==> src/rtl/bec_la_host.sv <==
// bec_la_host -- host-side initiator for the BEC accelerator LA command port.
//
// Takes an operand pair on a valid/ready command interface and writes it to
// the accelerator over the LA probe lines using the write/busy protocol.
// Waits for the accelerator to report done, lets the readback lines settle,
// and then captures the result and returns it on a valid/ready response
// interface.
//
// Optional feature: define BEC_HOST_TIMEOUT_EN to add a watchdog on the WAKE
// and RUN waits. When it expires, the host returns rsp_err=1 with rsp_sum=0.
// If the macro is not defined, those waits are unbounded and rsp_err is
// always 0.
//
// Ports:
//   clk, rst              clock; synchronous active-high reset
//   cmd_valid/cmd_ready   command handshake (ready only when idle)
//   cmd_a, cmd_b          operands
//   rsp_valid/rsp_ready   response handshake
//   rsp_sum, rsp_err      captured result / watchdog error flag
//   la_probe              {busy, sel, data} to accelerator la_data_in
//   la_oenb_n             active-low probe write enable
//   status_in             accelerator FSM pins (000 idle,100 write,010 busy,001 done)
//   sum_in                accelerator result readback
module bec_la_host #(
  parameter int DATA_W         = 3,
  parameter int SETUP_CYCLES   = 2,
  parameter int SETTLE_CYCLES  = 4,
  parameter int TIMEOUT_CYCLES = 2048
) (
  input  logic              clk,
  input  logic              rst,
  input  logic              cmd_valid,
  output logic              cmd_ready,
  input  logic [DATA_W-1:0] cmd_a,
  input  logic [DATA_W-1:0] cmd_b,
  output logic              rsp_valid,
  input  logic              rsp_ready,
  output logic [DATA_W-1:0] rsp_sum,
  output logic              rsp_err,
  output logic [DATA_W+1:0] la_probe,
  output logic              la_oenb_n,
  input  logic [2:0]        status_in,
  input  logic [DATA_W-1:0] sum_in
);

  typedef enum logic [2:0] {
    S_IDLE,
    S_WAKE,
    S_LOAD_A,
    S_LOAD_B,
    S_RUN,
    S_DRAIN,
    S_RESP
  } state_t;

  localparam logic [2:0] ST_WRITE = 3'b100;
  localparam logic [2:0] ST_DONE  = 3'b001;

  // A single phase counter serves both the operand setup and the settle wait.
  localparam int PH_MAX = (SETUP_CYCLES > SETTLE_CYCLES) ? SETUP_CYCLES : SETTLE_CYCLES;
  localparam int PH_W   = $clog2(PH_MAX + 1);
  localparam logic [PH_W-1:0] PH_ONE       = PH_W'(1);
  localparam logic [PH_W-1:0] SETUP_LAST   = PH_W'(SETUP_CYCLES - 1);
  localparam logic [PH_W-1:0] SETTLE_LAST  = PH_W'(SETTLE_CYCLES - 1);

  state_t             r_state;
  logic [PH_W-1:0]    r_phase;
  logic [DATA_W-1:0]  r_a;
  logic [DATA_W-1:0]  r_b;
  logic [DATA_W+1:0]  r_probe;
  logic               r_oenb_n;
  logic               r_rsp_valid;
  logic [DATA_W-1:0]  r_rsp_sum;
  logic               r_rsp_err;
  logic               w_wd_expired;

`ifdef BEC_HOST_TIMEOUT_EN
  localparam int WD_W = $clog2(TIMEOUT_CYCLES + 1);
  localparam logic [WD_W-1:0] WD_ONE  = WD_W'(1);
  localparam logic [WD_W-1:0] WD_LAST = WD_W'(TIMEOUT_CYCLES - 1);

  logic [WD_W-1:0] r_wdog;

  // Only WAKE and RUN can follow a state where the count is held at zero, so
  // clearing outside those states is the same as clearing on every state entry.
  always_ff @(posedge clk) begin
    if (rst || !(r_state == S_WAKE || r_state == S_RUN)) begin
      r_wdog <= '0;
    end else begin
      r_wdog <= r_wdog + WD_ONE;
    end
  end

  assign w_wd_expired = (r_wdog == WD_LAST);
`else
  assign w_wd_expired = 1'b0;
`endif

  // Combinational so that a command is never accepted during the reset cycle.
  assign cmd_ready = (r_state == S_IDLE) && !rst;
  assign rsp_valid = r_rsp_valid;
  assign rsp_sum   = r_rsp_sum;
  assign rsp_err   = r_rsp_err;
  assign la_probe  = r_probe;
  assign la_oenb_n = r_oenb_n;

  always_ff @(posedge clk) begin
    if (rst) begin
      r_state     <= S_IDLE;
      r_phase     <= '0;
      r_a         <= '0;
      r_b         <= '0;
      r_probe     <= '0;
      r_oenb_n    <= 1'b1;
      r_rsp_valid <= 1'b0;
      r_rsp_sum   <= '0;
      r_rsp_err   <= 1'b0;
    end else begin
      case (r_state)
        S_IDLE: begin
          if (cmd_valid) begin
            r_a      <= cmd_a;
            r_b      <= cmd_b;
            // Present operand A during WAKE so it is already stable when the
            // accelerator enters its write state.
            r_probe  <= {2'b00, cmd_a};
            r_oenb_n <= 1'b0;
            r_state  <= S_WAKE;
          end
        end

        S_WAKE: begin
          if (status_in == ST_WRITE) begin
            r_phase <= '0;
            r_state <= S_LOAD_A;
          end else if (w_wd_expired) begin
            r_oenb_n    <= 1'b1;
            r_probe     <= '0;
            r_rsp_sum   <= '0;
            r_rsp_err   <= 1'b1;
            r_rsp_valid <= 1'b1;
            r_state     <= S_RESP;
          end
        end

        S_LOAD_A: begin
          if (r_phase == SETUP_LAST) begin
            r_probe <= {2'b01, r_b};
            r_phase <= '0;
            r_state <= S_LOAD_B;
          end else begin
            r_phase <= r_phase + PH_ONE;
          end
        end

        S_LOAD_B: begin
          if (r_phase == SETUP_LAST) begin
            r_probe <= {2'b11, r_b};
            r_phase <= '0;
            r_state <= S_RUN;
          end else begin
            r_phase <= r_phase + PH_ONE;
          end
        end

        S_RUN: begin
          if (status_in == ST_DONE) begin
            r_oenb_n <= 1'b1;
            r_probe  <= '0;
            r_phase  <= '0;
            r_state  <= S_DRAIN;
          end else if (w_wd_expired) begin
            r_oenb_n    <= 1'b1;
            r_probe     <= '0;
            r_rsp_sum   <= '0;
            r_rsp_err   <= 1'b1;
            r_rsp_valid <= 1'b1;
            r_state     <= S_RESP;
          end
        end

        S_DRAIN: begin
          // The readback lines get SETTLE_CYCLES to settle after release.
          if (r_phase == SETTLE_LAST) begin
            r_rsp_sum   <= sum_in;
            r_rsp_err   <= 1'b0;
            r_rsp_valid <= 1'b1;
            r_state     <= S_RESP;
          end else begin
            r_phase <= r_phase + PH_ONE;
          end
        end

        S_RESP: begin
          if (rsp_ready) begin
            r_rsp_valid <= 1'b0;
            r_state     <= S_IDLE;
          end
        end

        default: begin
          r_state <= S_IDLE;
        end
      endcase
    end
  end

endmodule

==> config.mk <==
export PLATFORM = sky130hd
export DESIGN_NAME = bec_la_host
export DESIGN_NICKNAME = d
export VERILOG_FILES = /design/src/rtl/bec_la_host.sv
export SDC_FILE = /design/constraint.sdc
export NUM_CORES = 1
export LEC_CHECK = 0
export ABC_AREA = 1
export BUFFER_PORTS_ARGS = -buffer_cell sky130_fd_sc_hd__buf_2
export CAP_MARGIN = 20
export CORE_MARGIN = 3
export CORE_UTILIZATION = 54
export DETAILED_ROUTE_END_ITERATION = 10
export HOLD_SLACK_MARGIN = 0.1
export MAX_ROUTING_LAYER = met4
export PLACE_DENSITY = 0.82
export SLEW_MARGIN = 30
export SYNTH_ARGS = -nofsm -noshare
export SYNTH_HDL_FRONTEND = slang
export SYNTH_SLANG_ARGS = --single-unit
==> constraint.sdc <==
create_clock -name clk -period 4.2 [get_ports clk]
set_input_delay 0.21 -clock clk [delete_from_list [all_inputs] [get_ports clk]]
set_output_delay 0.21 -clock clk [all_outputs]
set_load 0.005 [all_outputs]
# [After elaboration in Yosys (flattened, before gate mapping)]
# Cells that the tools add are included.
[classes] mux=24 n_addsub=1 n_reduce_logical=15 n_eq_ne=18
[op_table] op="$mux 3" count=11
[op_table] op="$pmux 3 s7" count=1
[op_table] op="$mux 5" count=4
[op_table] op="$pmux 5 s4" count=1
[op_table] op="$ne 2x2->1 const B" count=8
[op_table] op="$eq 3x3->1 const B" count=4
[op_table] op="$pmux 3 s4" count=1
[op_table] op="$eq 3x1->1 const B" count=3
[op_table] op="$eq 3x2->1 const B" count=3
[op_table] op="$reduce_bool 4->1" count=2
[op_table] op="$reduce_and 7->1" count=1
[op_table] op="$reduce_and 3->1" count=2
[op_table] op="$reduce_and 5->1" count=1
[op_table] op="$mux 1" count=4
[op_table] op="$pmux 1 s2" count=2
[op_table] op="$reduce_and 2->1" count=2
[op_table] op="$reduce_and 4->1" count=1
[op_table] op="$reduce_bool 2->1" count=2
[op_table] op="$add 3x1->3 const B" count=1
[op_table] op="$logic_not 3->1" count=1
[op_table] op="$reduce_or 2->1" count=1
[op_table] op="$logic_and 1x1->1" count=1
[op_table] op="$logic_not 1->1" count=1
[totals] in_bits=16 regBits=19 output_inout_bits=12

# [Logic depth before layout (Yosys ltp)]
[depth] word_depth=4 mapped_depth=10 mapped_depth_nobuf=10

# [Worst setup path before layout]
# No wires, ideal clock.
[synth_path] path_kind="register to register" startpoint="reg r_phase[0]" endpoint="reg r_state[1]" synth_period_minus_slack_ns=1.301 stages_incl_launch_ff=10 arrival_time_ns=1.188 setup_slack_ns=2.899 path_cell_list="dfxtp_1 ha_1 ha_1 inv_1 nand4_1 nand2_1 nor2_2 nand2_2 nor2_1 nor2_1"
[synth_via] elab_chain_len=3
[synth_lines] element="start: declaration" line_no="67" text="logic [PH_W-1:0] r_phase;"
[synth_lines] element="start signal: assignment" line_no="152" text="r_phase <= r_phase + PH_ONE;"
[synth_lines] element="start signal: assignment" line_no="162" text="r_phase <= r_phase + PH_ONE;"
[synth_lines] element="start signal: assignment" line_no="190" text="r_phase <= r_phase + PH_ONE;"
[synth_lines] element="$eq 3x2->1 or $eq 3x1->1 (tied branches)" line_no="184, 147, 157"
[synth_lines] element="$ne 2x2->1 (no source line)"
[synth_lines] element="$reduce_and 7->1 (no source line) (*)"
[synth_lines] element="end signal: assignment" line_no="178" text="r_state <= S_RESP;"
[synth_lines] element="end signal: assignment" line_no="188" text="r_state <= S_RESP;"
[synth_lines] element="end signal: assignment" line_no="197" text="r_state <= S_IDLE;"
[synth_lines] element="end: declaration" line_no="66" text="state_t r_state;"
# Mark *: on every way between the ends. The rest lies on a longest branch, timed or not.
# A chain may end at the register's enable or synchronous reset.

# [Final worst setup path]
[layout_path] startpoint="reg r_phase[0]" endpoint="reg r_state[2]"
# Same word-level chain as after synthesis.

==> out/metrics.yaml <==
outcome:
  status: "finished, final reports clean"
floorplanning:
  fp.dieH_um: 49.86
  die_w_um: 49.86
  core_area_mm2: 0.001764
  dieArea_mm2: 0.002486
  start_util_pct: 58.87
  row_count: 15
  io_pins: 28
route:
  routed_wl_mm: 2.138
  drc: 0
  dr.pass1.iters: 4
  drtIter0Drc: 25
  drtAntennaViolNets: 0
  via_per_inst: 5.020
  vias: 1004
  routedWlPerCell_um: 10.69
logic_synthesis:
  synthXorXnorAreaFrac_pct: 0
  synth_mux_area_share_pct: 0
  synth_compound_area_share_pct: 14.82
  ys_top_cells_by_area: "dfxtp_1 (37%), o21ai_0 (8.2%), nand2_1 (8.0%)"
  synth_warnings: 0
  synth.avg_cell_area_um2: 7.017
  synth_fp_nets: 167
  synthCells: 148
  netlist_area_mm2: 0.001038
  ys_ff_latch: 19
  synth_ff_type: "dfxtp_1"
  synth-simple-area-share_pct: 34.34
  synth_top_cells_by_count: "nand2_1 (22), dfxtp_1 (19), inv_1 (17), o21ai_0 (17), nor2_1 (16)"
  synth-edff-count: 0
  synth_fa_ha_area_share_pct: 3.614
  synth_top_family_by_area: "simple AND/OR/NAND/NOR gates"
  ys_types: 24
  yosysTopAreaCellShare_pct: 36.63
  synthArstFlopShare_pct: 0
  ys_seq_area_share_pct: 36.63
  synth.most_common_cell: "nand2_1"
  synth_top_cell_by_area: "dfxtp_1"
global_route:
  first_global_vias: 906
  grtUsageTotal_pct: 19.86
  grt_pass1_wl_mm: 3.760
  grt_max_degree: 16
  antenna_found_initial: 0
  overflow: 0
critical_path:
  worst-setup-path-type: "flop to flop"
  timing.rr.end: "r_state[2]"
  startpoint_type: "flop"
  crit_required_ns: 4.43
  worst-path-max-fanout: 4
  max_stage_delay_ns: 0.36
  crit_arrival_ns: 1.71
  path_delay_family: "adder cells"
  crit_chain: "ha_1 > ha_1 > inv_1 > nand4_1 > nand2_1 > nor2_2 > nand2_2 > nand2_1 > a21oi_1"
  end_kind: "flop"
  r2r_cells: 9
  path_buf_inv: 1
  crit_slowest_cell: "dfxtp_1"
  rr_startpoint: "r_phase[0]"
  reg2reg_slack_ns: 2.72
place:
  dpl_worst_slack_ns: 2.754
  place.gp.congestion: 0.9109
  place_hpwl_mm: 1.709
  io_buffer_count: 26
worst_hold_path:
  holdCritStartpoint: "rst"
  min_path_cells: 2
  holdPathEnd: "r_state[0]"
  hold_path.class: "primary input to flop"
clock_tree:
  cts_hold_buf: 0
  htree_levels: 1
  root_buffer: "clkbuf_4"
  cts.sinks: 19
  clk_pin_slew_worst_paths_ns: 0.11
  clk_path_buf_depth: 2
  tritoncts: "yes"
  cts_resized: 0
  cts_buffers: 3
  clock_latency_ns: 0.30
  postCtsSetupBuffers: 0
sta:
  slew_viol_final: 0
  min_period_ns: 1.481
  max_freq_mhz: 675.2
  finalSetupViolCount: 0
  hold_viol: 0
  skew_ns: 0.002386
  finalSetupTns_ns: 0
  rsz0062_at_grt: "false"
  finalWorstSetupSlack_ns: 2.719
  fin_crit_sh_pct: 35.26
cells_and_area:
  finalNetCount: 195
  antennaDiodeCount: 0
  drive_gt1_share_pct: 29.71
  syn_to_final_growth_pct: 15.90
flow_run:
  maxCapViolCount: 0
power:
  vdd_drop_max_mv: 0.4396
  power_leakage_uw: 0.0005820
  p_per_area_mw_per_mm2: 687.3
-- cell families after synthesis --
kind of cell             Yosys count
AO/OA/AOI/OAI                     30
adder cells (fa/ha/maj)            3
buffers and inverters             25
flip-flops                        19
other                              1
AND/OR/NAND/NOR                   70
-- worst register-to-register path, cell delays in order (launching register included) --
cell and delay [ns]:
dfxtp_1 0.36, ha_1 0.21, ha_1 0.23, inv_1 0.08
nand4_1 0.10, nand2_1 0.11, nor2_2 0.05, nand2_2 0.08
nand2_1 0.06, a21oi_1 0.15
-- final cells by class --
| type | instances | area, um^2 |
|---|---|---|
| clock buffers | 3 | 22.52 |
| well taps | 25 | 31.28 |
| multi-input cells | 104 | 551.8 |
| repair buffers | 26 | 130.1 |
| inverters | 22 | 82.58 |
| flip-flops and latches | 19 | 380.4 |
| clock inverters | 1 | 5.005 |
| fillers | 169 | 560.5 |
-- layer usage --
metal	routed length [um]	global-route usage, %	part of all wire [%]	vias up
li1	-	-	-	530
met1	994	25.09	46	438
met2	997	31.50	47	31
met3	105	3.021	4.9	5
met4	41	8.295	1.9	0
met5	0	-	0	-
-- placed cells by master (no fill, tap or decap) --
master    instances
inv_1            17
clkinv_2          1
nor2_2            4
o21ai_0          17
a21oi_1          11
ha_1              3
nand2_4           1
clkbuf_4          3
nand3_2           1
nor3_1            6
nand4_1           1
dfxtp_1          19
conb_1            1
nand3_4           1
nand3b_1          1
nor2_4            2
buf_2            26
nand2_2           7
o21ai_1           1
nor2_1           16
a21oi_2           1
nand2_1          22
inv_2             5
nand3_1           8
-- how the worst max path moves through the flow --
stage          startpoint         end  slack [ns]  depth (start not counted)
2_1_floorplan  r_phase[0]  r_state[1]        2.90                          9
3_3_place_gp   r_phase[0]  r_state[1]        2.76                          9
3_5_place_dp   r_phase[0]  r_state[2]        2.75                          9
4_1_cts        r_phase[0]  r_state[2]        2.73                          9
5_1_grt        r_phase[0]  r_state[1]        2.54                         10
6_report       r_phase[0]  r_state[2]        2.72                          9
-- power by group --
group | total [uW] | internal, uW | switching, uW
clock | 91.3 | 35.5 | 55.8
combinational | 447 | 164 | 282
sequential | 290 | 240 | 49.4
-- through the flow --
step / area [um^2] / cells / total power [uW] / hold WS, ns / utilization, %
2_1_floorplan: 1039 / 148 / 634.1 / 0.2724 / -
3_3_place_gp: 1176 / 196 / 732.8 / 0.4293 / 66.67
3_5_place_dp: 1176 / 196 / 740.6 / 0.4341 / 66.67
4_1_cts: 1204 / 200 / 833.0 / 0.1443 / 68.23
5_1_grt: 1204 / 200 / 913.5 / 0.1477 / 68.23
6_report: 1204 / 200 / 827.3 / 0.1460 / 68.23
-- registers in the layout (all words and copies together), names as in the netlist --
signal	flops
r_b	3
rsp_sum	3
la_probe	5
rsp_valid	1
r_phase	3
r_state	3
la_oenb_n	1
(Power assumes the default switching activity.)
